### src/rtl/regfile_sequencer.sv
// Weight-write sequencer for a dual-port register file: pairs writes,
// flushes lone writes on timeout, and sequences clear/step requests.
module regfile_sequencer #(
    parameter int unsigned HOLD_TIMEOUT = 8
) (
    input  logic       clk,
    input  logic       reset,
    input  logic       wr_valid,
    output logic       wr_ready,
    input  logic [2:0] wr_addr,
    input  logic [7:0] wr_data,
    input  logic       wr_last,
    input  logic       clr_req,
    output logic       clr_ack,
    input  logic       step_valid,
    input  logic [7:0] step_count,
    output logic       step_ready,
    output logic       updateWeight,
    output logic       rfClear,
    output logic       updateTotalSteps,
    output logic [2:0] Addr1,
    output logic [2:0] Addr2,
    output logic [7:0] Data1,
    output logic [7:0] Data2,
    output logic [7:0] updatedSteps,
    output logic       busy,
    output logic       err_addr
);

    typedef enum logic [2:0] {
        IDLE,
        HOLD,
        ISSUE,
        CLEAR,
        STEP
    } state_e;

    localparam logic [8:0] EXPIRE = 9'(HOLD_TIMEOUT - 1);

    state_e     state_q, state_d;
    logic [7:0] tmr_q, tmr_d;
    logic [8:0] tmr_inc;
    logic [2:0] a_addr_q, a_addr_d;
    logic [7:0] a_data_q, a_data_d;
    logic [2:0] addr1_q, addr1_d, addr2_q, addr2_d;
    logic [7:0] data1_q, data1_d, data2_q, data2_d;
    logic [7:0] steps_q, steps_d;
    logic       err_q, err_d;
    logic       uw_q, uw_d, rfc_q, rfc_d, uts_q, uts_d;
    logic       busy_q, busy_d;
    logic       wr_acc, wr_ok;

    // Handshake is the one output that must react to same-cycle requests.
    assign wr_ready = ~reset & ~clr_req &
                      (((state_q == IDLE) & ~step_valid) | (state_q == HOLD));
    assign wr_acc   = wr_valid & wr_ready;
    assign wr_ok    = wr_acc & (wr_addr < 3'd6);
    assign tmr_inc  = {1'b0, tmr_q} + 9'd1;

    always_comb begin
        state_d  = state_q;
        tmr_d    = tmr_q;
        a_addr_d = a_addr_q;
        a_data_d = a_data_q;
        addr1_d  = addr1_q;
        data1_d  = data1_q;
        addr2_d  = addr2_q;
        data2_d  = data2_q;
        steps_d  = steps_q;
        err_d    = err_q | (wr_acc & ~(wr_addr < 3'd6));
        unique case (state_q)
            IDLE: begin
                if (clr_req) begin
                    state_d = CLEAR;
                end else if (step_valid) begin
                    state_d = STEP;
                    steps_d = step_count;
                end else if (wr_ok) begin
                    a_addr_d = wr_addr;
                    a_data_d = wr_data;
                    if (wr_last) begin
                        state_d = ISSUE;
                        addr1_d = wr_addr;
                        data1_d = wr_data;
                        addr2_d = wr_addr;
                        data2_d = wr_data;
                    end else begin
                        state_d = HOLD;
                        tmr_d   = 8'd0;
                    end
                end
            end
            HOLD: begin
                if (clr_req) begin
                    state_d = CLEAR;
                end else if (wr_ok) begin
                    state_d = ISSUE;
                    addr1_d = a_addr_q;
                    data1_d = a_data_q;
                    addr2_d = wr_addr;
                    data2_d = wr_data;
                end else if (!wr_acc) begin
                    // A dropped write leaves the timer untouched.
                    if (tmr_inc >= EXPIRE) begin
                        state_d = ISSUE;
                        addr1_d = a_addr_q;
                        data1_d = a_data_q;
                        addr2_d = a_addr_q;
                        data2_d = a_data_q;
                    end else begin
                        tmr_d = tmr_inc[7:0];
                    end
                end
            end
            ISSUE, CLEAR, STEP: state_d = IDLE;
            default:            state_d = IDLE;
        endcase
    end

    always_comb begin
        uw_d   = (state_d == ISSUE) | (state_d == CLEAR);
        rfc_d  = (state_d == CLEAR);
        uts_d  = (state_d == STEP);
        busy_d = (state_d != IDLE);
    end

    always_ff @(posedge clk or posedge reset) begin
        if (reset) begin
            state_q  <= IDLE;
            tmr_q    <= 8'd0;
            a_addr_q <= 3'd0;
            a_data_q <= 8'd0;
            addr1_q  <= 3'd0;
            data1_q  <= 8'd0;
            addr2_q  <= 3'd0;
            data2_q  <= 8'd0;
            steps_q  <= 8'd0;
            err_q    <= 1'b0;
            uw_q     <= 1'b0;
            rfc_q    <= 1'b0;
            uts_q    <= 1'b0;
            busy_q   <= 1'b0;
        end else begin
            state_q  <= state_d;
            tmr_q    <= tmr_d;
            a_addr_q <= a_addr_d;
            a_data_q <= a_data_d;
            addr1_q  <= addr1_d;
            data1_q  <= data1_d;
            addr2_q  <= addr2_d;
            data2_q  <= data2_d;
            steps_q  <= steps_d;
            err_q    <= err_d;
            uw_q     <= uw_d;
            rfc_q    <= rfc_d;
            uts_q    <= uts_d;
            busy_q   <= busy_d;
        end
    end

    assign updateWeight     = uw_q;
    assign rfClear          = rfc_q;
    assign clr_ack          = rfc_q;
    assign updateTotalSteps = uts_q;
    assign step_ready       = uts_q;
    assign Addr1            = addr1_q;
    assign Addr2            = addr2_q;
    assign Data1            = data1_q;
    assign Data2            = data2_q;
    assign updatedSteps     = steps_q;
    assign busy             = busy_q;
    assign err_addr         = err_q;

endmodule

### config.mk
export PLATFORM = sky130hd
export DESIGN_NAME = regfile_sequencer
export DESIGN_NICKNAME = d
export VERILOG_FILES = /design/src/rtl/regfile_sequencer.sv
export SDC_FILE = /design/constraint.sdc
export NUM_CORES = 1
export LEC_CHECK = 0
export ABC_AREA = 1
export CAP_MARGIN = 15
export CORE_MARGIN = 2
export CORE_UTILIZATION = 40
export CTS_CLUSTER_SIZE = 12
export DETAILED_ROUTE_END_ITERATION = 10
export GPL_ROUTABILITY_DRIVEN = 1
export PLACE_DENSITY = 0.66
export SKIP_CTS_REPAIR_TIMING = 1
export SLEW_MARGIN = 20
export SYNTH_ARGS = -nofsm -noshare
export SYNTH_HDL_FRONTEND = slang
export SYNTH_SLANG_ARGS = --single-unit
### constraint.sdc
create_clock -name clk -period 2.8 [get_ports clk]
set_input_delay 0.56 -clock clk [delete_from_list [all_inputs] [get_ports clk]]
set_output_delay 0.56 -clock clk [all_outputs]
set_load 0.01 [all_outputs]
# Word level (Yosys, flattened, before mapping)
# Index checks and enable logic that the tools add are counted.
# word_totals
out_inout_bits	38
word_cells	94
in_bits	25
regBits	57
# classes
n_eq_ne	15
n_addsub	1
order_cmp	2
muxes	42
n_bitwise	13
reduce_logical	7
# ops
cell	count
2-to-1 mux 8 bit	18
2-to-1 mux 3 bit	17
one-hot mux 8 bit (2 select lines)	3
!= test 2 bit, second input constant	9
one-hot mux 3 bit (2 select lines)	3
adder 8 x 1 -> 9 bit, second input constant	1
greater-or-equal comparator 9 x 3 -> 1 bit, second input constant	1
AND reduction 9 bit	1
AND reduction 8 bit	1
bitwise AND 1 bit	6
equality test 3 x 2 -> 1 bit, second input constant	2
NOT 1 bit	4
AND reduction 4 bit	1
equality test 3 x 1 -> 1 bit, second input constant	1
equality test 3 bit, second input constant	1
logical NOT 3 bit	1
less-than comparator 3 bit, second input constant	1
!= test 3 x 2 -> 1 bit, second input constant	1
!= test 3 bit, second input constant	1
OR 1 bit	3
AND reduction 3 bit	1
nonzero test 3 bit	1
2-to-1 mux 2 bit	1
nonzero test 2 bit	1

# Longest topological paths before layout
# depth
ltp_word	12
depth_mapped	14
mapped_depth_nobuf	13

# Worst setup path before layout
# No wires, ideal clock.
# synth_timing
path_kind	input port to flip-flop
start	input reset
end	register data2_q[0], in the netlist Data2[0]
required_time_ns	2.677
setup_time_ns	0.123
n_path_buf	1
setup_slack_ns	-0.337
arrival_ns	3.014
cell_stages	11
cell_sequence	inv_1 > nand2_1 > nor2_4 > nand3_4 > inv_2 > nand2_2 > a21oi_4 > nand2_4 > buf_6 > nand2_1 > o21ai_2
# synth_via
elab_chain_cells	8
word_cells_on_any_way	12
cone_classes	3 x eq/ne; 3 x mux; 5 x bitwise; 1 x reduce/logical
# synth_rtl
item	line_no	rtl
start, declared	7	input logic reset,
NOT 1 bit *	54	assign wr_ready = ~reset & ~clr_req &
bitwise AND 1 bit * (2 in series)	54	
net wr_ready	9	output logic wr_ready,
bitwise AND 1 bit *	56	assign wr_acc = wr_valid & wr_ready;
bitwise AND 1 bit	57	assign wr_ok = wr_acc & (wr_addr < 3'd6);
2-to-1 mux 8 bit	96	end else if (wr_ok) begin
2-to-1 mux 8 bit	94	if (clr_req) begin
one-hot mux 8 bit (2 select lines)	71	unique case (state_q)
end signal, assigned	151	data2_q <= data2_d;
end, declared	46	logic [7:0] data1_q, data1_d, data2_q, data2_d;
# Mark *: on every way through the listed nets, which the timed path passes. The rest lies on a longest branch. The select of a mux whose other input is x is not followed.
# A chain may end at the register's enable or synchronous reset.

# Final worst setup path
# layout_timing
start	input clr_req
end	output wr_ready
# layout_via
elab_chain_cells	3
# layout_rtl
item	line_no	rtl
start, declared	13	input logic clr_req,
NOT 1 bit (no source line)	n/a	
bitwise AND 1 bit (2 in series)	54	
end, declared	9	
# Every way passes these cells.

==> run metrics <==
status=finished clean; hpwl dp=4000 um; Mapped Cells=327; CTS sink cnt=57; GR met2 Demand/Resource=0.269; Net Switching=1.50 mW; Congestion Overflow GR=0; Synth Warn #=0; drt via density=4.78; worst-path fanout max=4; pin count of the biggest net entering global routing=58; DRT Wirelength=5870 um; vias in the first global route=2,214; Power Internal=2.44 mW; GRT Util Overall=0.168; CP cell instances=clkdlybuf4s50_1, inv_1, nand2_1, nor2_4, clkdlybuf4s50_1; Max Slew Vio Count=0; # DRC=0; critical path arrival=2040 ps; Synth cell types=25; ratio of cells with drive above 1 in the final layout=0.139; Synth Area per Inst=8.47 um2; RR Startpoint=tmr_q[0]$_DFFE_PP0P_; global route hottest layer=met2; Seq cells post-synth=57; Clk pwr share=0.192; met3 Track Usage GR=0.0455; Starting Density=0.410; Peak Freq=385 MHz; n_diodes=0; Net Sw Frac=0.380; worst setup path end=wr_ready; mapped cell area=0.00277 mm2; Site Rows=30; Gate power share=0.451; Seq pwr share=0.357; WS Path Type=in -> out; Period minus WS final=2600 ps; met1 Usage GRT=0.216; CTS buffer count=9; CP max stage cell=clkdlybuf4s50_1; Syn Nets=354; sequential-to-total area share from yosys stat=0.515; Post-DRT Antenna Nets=0; GPL Wtd Cong=0.819; wire per inst=12.3 um; Worst Setup Start Kind=primary input; WP data required=2240 ps; Reg clk slew, reported paths=60 ps; Worst slew margin=0.460; Critical Path Most Common Cell=clkdlybuf4s50_1; Pwr per Cell Area=1080 mW/mm2; Layout Nets=419; I/O pin total=63; H-tree Lvls=3; Setup crit end kind=output pin; Die H=87.2 um; CP startpoint=clr_req; Initial DRC Count=109; Synth-to-Final Area Change=31.3%; TritonCTS clock tree=done; final hold violation count=0; Port Buffer Count=62; worst skew pair latency=330 ps; Worst R2R Path Depth=11; r2r setup slk=590 ps; first-pass GRT wire length=9960 um; First-pass DRT Iterations=4; aggregate negative setup slack=0 ps; setup slack after placement=221 ps; Hold Crit Class=reg -> reg; vias post-DR=2,282; period utilization=0.927; number of setup violations in the final report=0; Final Worst Setup Slack=204 ps; initial antenna violation count=0; Max clock buf depth=2; CP max stage delay=590 ps; FF-to-FF End=Addr2[2]$_DFFE_PP0P_; RSZ-0062 raised after global routing=no; filler instances=650; Leakage=1.72 nW; max_cap viols=0; worst-margin pin slew=809 ps; area of the die=0.00760 mm2; VDD IR max=495 uV; core area=0.00676 mm2; CTS Root Cell=clkbuf_8; Worst Skew=9.25 ps; Die X=87.2 um
-- worst min-delay path by stage --
stage	startpoint	end	slack (ps)	cells past startpoint
CTS	updatedSteps[7]$_DFFE_PP0P_	updatedSteps[7]$_DFFE_PP0P_	480	2
finish	updatedSteps[1]$_DFFE_PP0P_	updatedSteps[1]$_DFFE_PP0P_	470	2
global route	updatedSteps[2]$_DFFE_PP0P_	updatedSteps[2]$_DFFE_PP0P_	490	2
global placement	updatedSteps[7]$_DFFE_PP0P_	updatedSteps[7]$_DFFE_PP0P_	460	2
detailed placement	updatedSteps[1]$_DFFE_PP0P_	updatedSteps[1]$_DFFE_PP0P_	460	2
floorplan	state_q[2]$_DFF_PP0_	clr_ack$_DFF_PP0_	500	3
-- flip-flops by register name, indices dropped and copies added (netlist names) --
signal        count
updateWeight      1
a_data_q          8
step_ready        1
a_addr_q          3
state_q           3
updatedSteps      8
err_addr          1
Data2             8
busy              1
Data1             8
tmr_q             8
Addr2             3
Addr1             3
clr_ack           1
-- synth_stat cells --
master | n | area share
a21oi_1 | 14 | 0.025
a21oi_4 | 1 | 0.0059
a22oi_1 | 11 | 0.030
buf_2 | 1 | 0.0018
buf_4 | 2 | 0.0054
buf_6 | 4 | 0.016
clkbuf_1 | 5 | 0.0068
dfrtp_1 | 57 | 0.52
ha_1 | 2 | 0.0090
inv_1 | 31 | 0.042
inv_2 | 4 | 0.0054
nand2_1 | 100 | 0.14
nand2_2 | 2 | 0.0045
nand2_4 | 1 | 0.0041
nand3_1 | 11 | 0.020
nand3_4 | 1 | 0.0063
nand4_1 | 3 | 0.0068
nor2_1 | 32 | 0.043
nor2_2 | 4 | 0.0090
nor2_4 | 1 | 0.0041
nor3_1 | 1 | 0.0018
o21ai_0 | 11 | 0.020
o21ai_1 | 4 | 0.0072
o21ai_2 | 21 | 0.066
o21bai_1 | 3 | 0.0081
-- per-stage QoR --
stage / hold WS, ps / area [um2] / std cells / power, mW / utilization
finish: 472 / 3640 / 477 / 3.94 / 0.538
global route: 494 / 3640 / 477 / 4.27 / 0.538
CTS: 478 / 3640 / 477 / 3.99 / 0.538
detailed placement: 463 / 3440 / 461 / 3.21 / 0.509
global placement: 458 / 3440 / 461 / 3.18 / 0.509
floorplan: 500 / 2770 / 327 / 2.52 / -
-- layout make-up --
type	instances	area [um2]	area share
Multi-Input combinational cell	223	1130	0.310
Clock inverter	5	55.1	0.0151
Timing Repair Buffer	66	651	0.179
Tap cell	80	100	0.0275
Clock buffer	11	141	0.0389
Inverter	35	135	0.0372
Sequential cell	57	1430	0.392
-- power groups by stage --
| stage | clock network, mW | logic, mW | registers, mW |
|---|---|---|---|
| after floorplan | 0 | 1.02 | 1.50 |
| after global placement | 0 | 1.77 | 1.41 |
| after detailed placement | 0 | 1.79 | 1.42 |
| after CTS | 0.784 | 1.80 | 1.41 |
| after global routing | 0.821 | 2.00 | 1.45 |
| final | 0.755 | 1.78 | 1.41 |
-- critical path, delay by kind of cell --
kind          cells  cell delay, ps
buf+inv           3            1200
simple gates      2             270
-- logic make-up after synthesis --
group,after synthesis,synth area share
AND/OR/NAND/NOR,156,0.235
buffers and inverters,47,0.0777
flip-flops,57,0.515
adder cells (fa/ha/maj),2,0.00904
AO/OA/AOI/OAI,65,0.163
-- layer usage --
layer | vias up | wire (um)
li1 | 1177 | -
met1 | 1054 | 2750
met2 | 45 | 2880
met3 | 6 | 186
met4 | 0 | 59
met5 | - | 0
-- placed cells by master (no fill, tap or decap), drive strengths merged --
master / Yosys / final
clkdlybuf4s50: 0 / 62
nor2: 37 / 37
a22oi: 11 / 11
nor3: 1 / 1
inv: 35 / 34
a21oi: 15 / 15
buf: 7 / 4
clkinv: 0 / 2
nand2: 103 / 103
o21ai: 36 / 36
clkinvlp: 0 / 3
clkbuf: 5 / 11
ha: 2 / 2
o21bai: 3 / 3
nand4: 3 / 3
bufinv: 0 / 1
nand3: 12 / 12
dfrtp: 57 / 57
No activity file was read; power rests on OpenSTA's default activity.
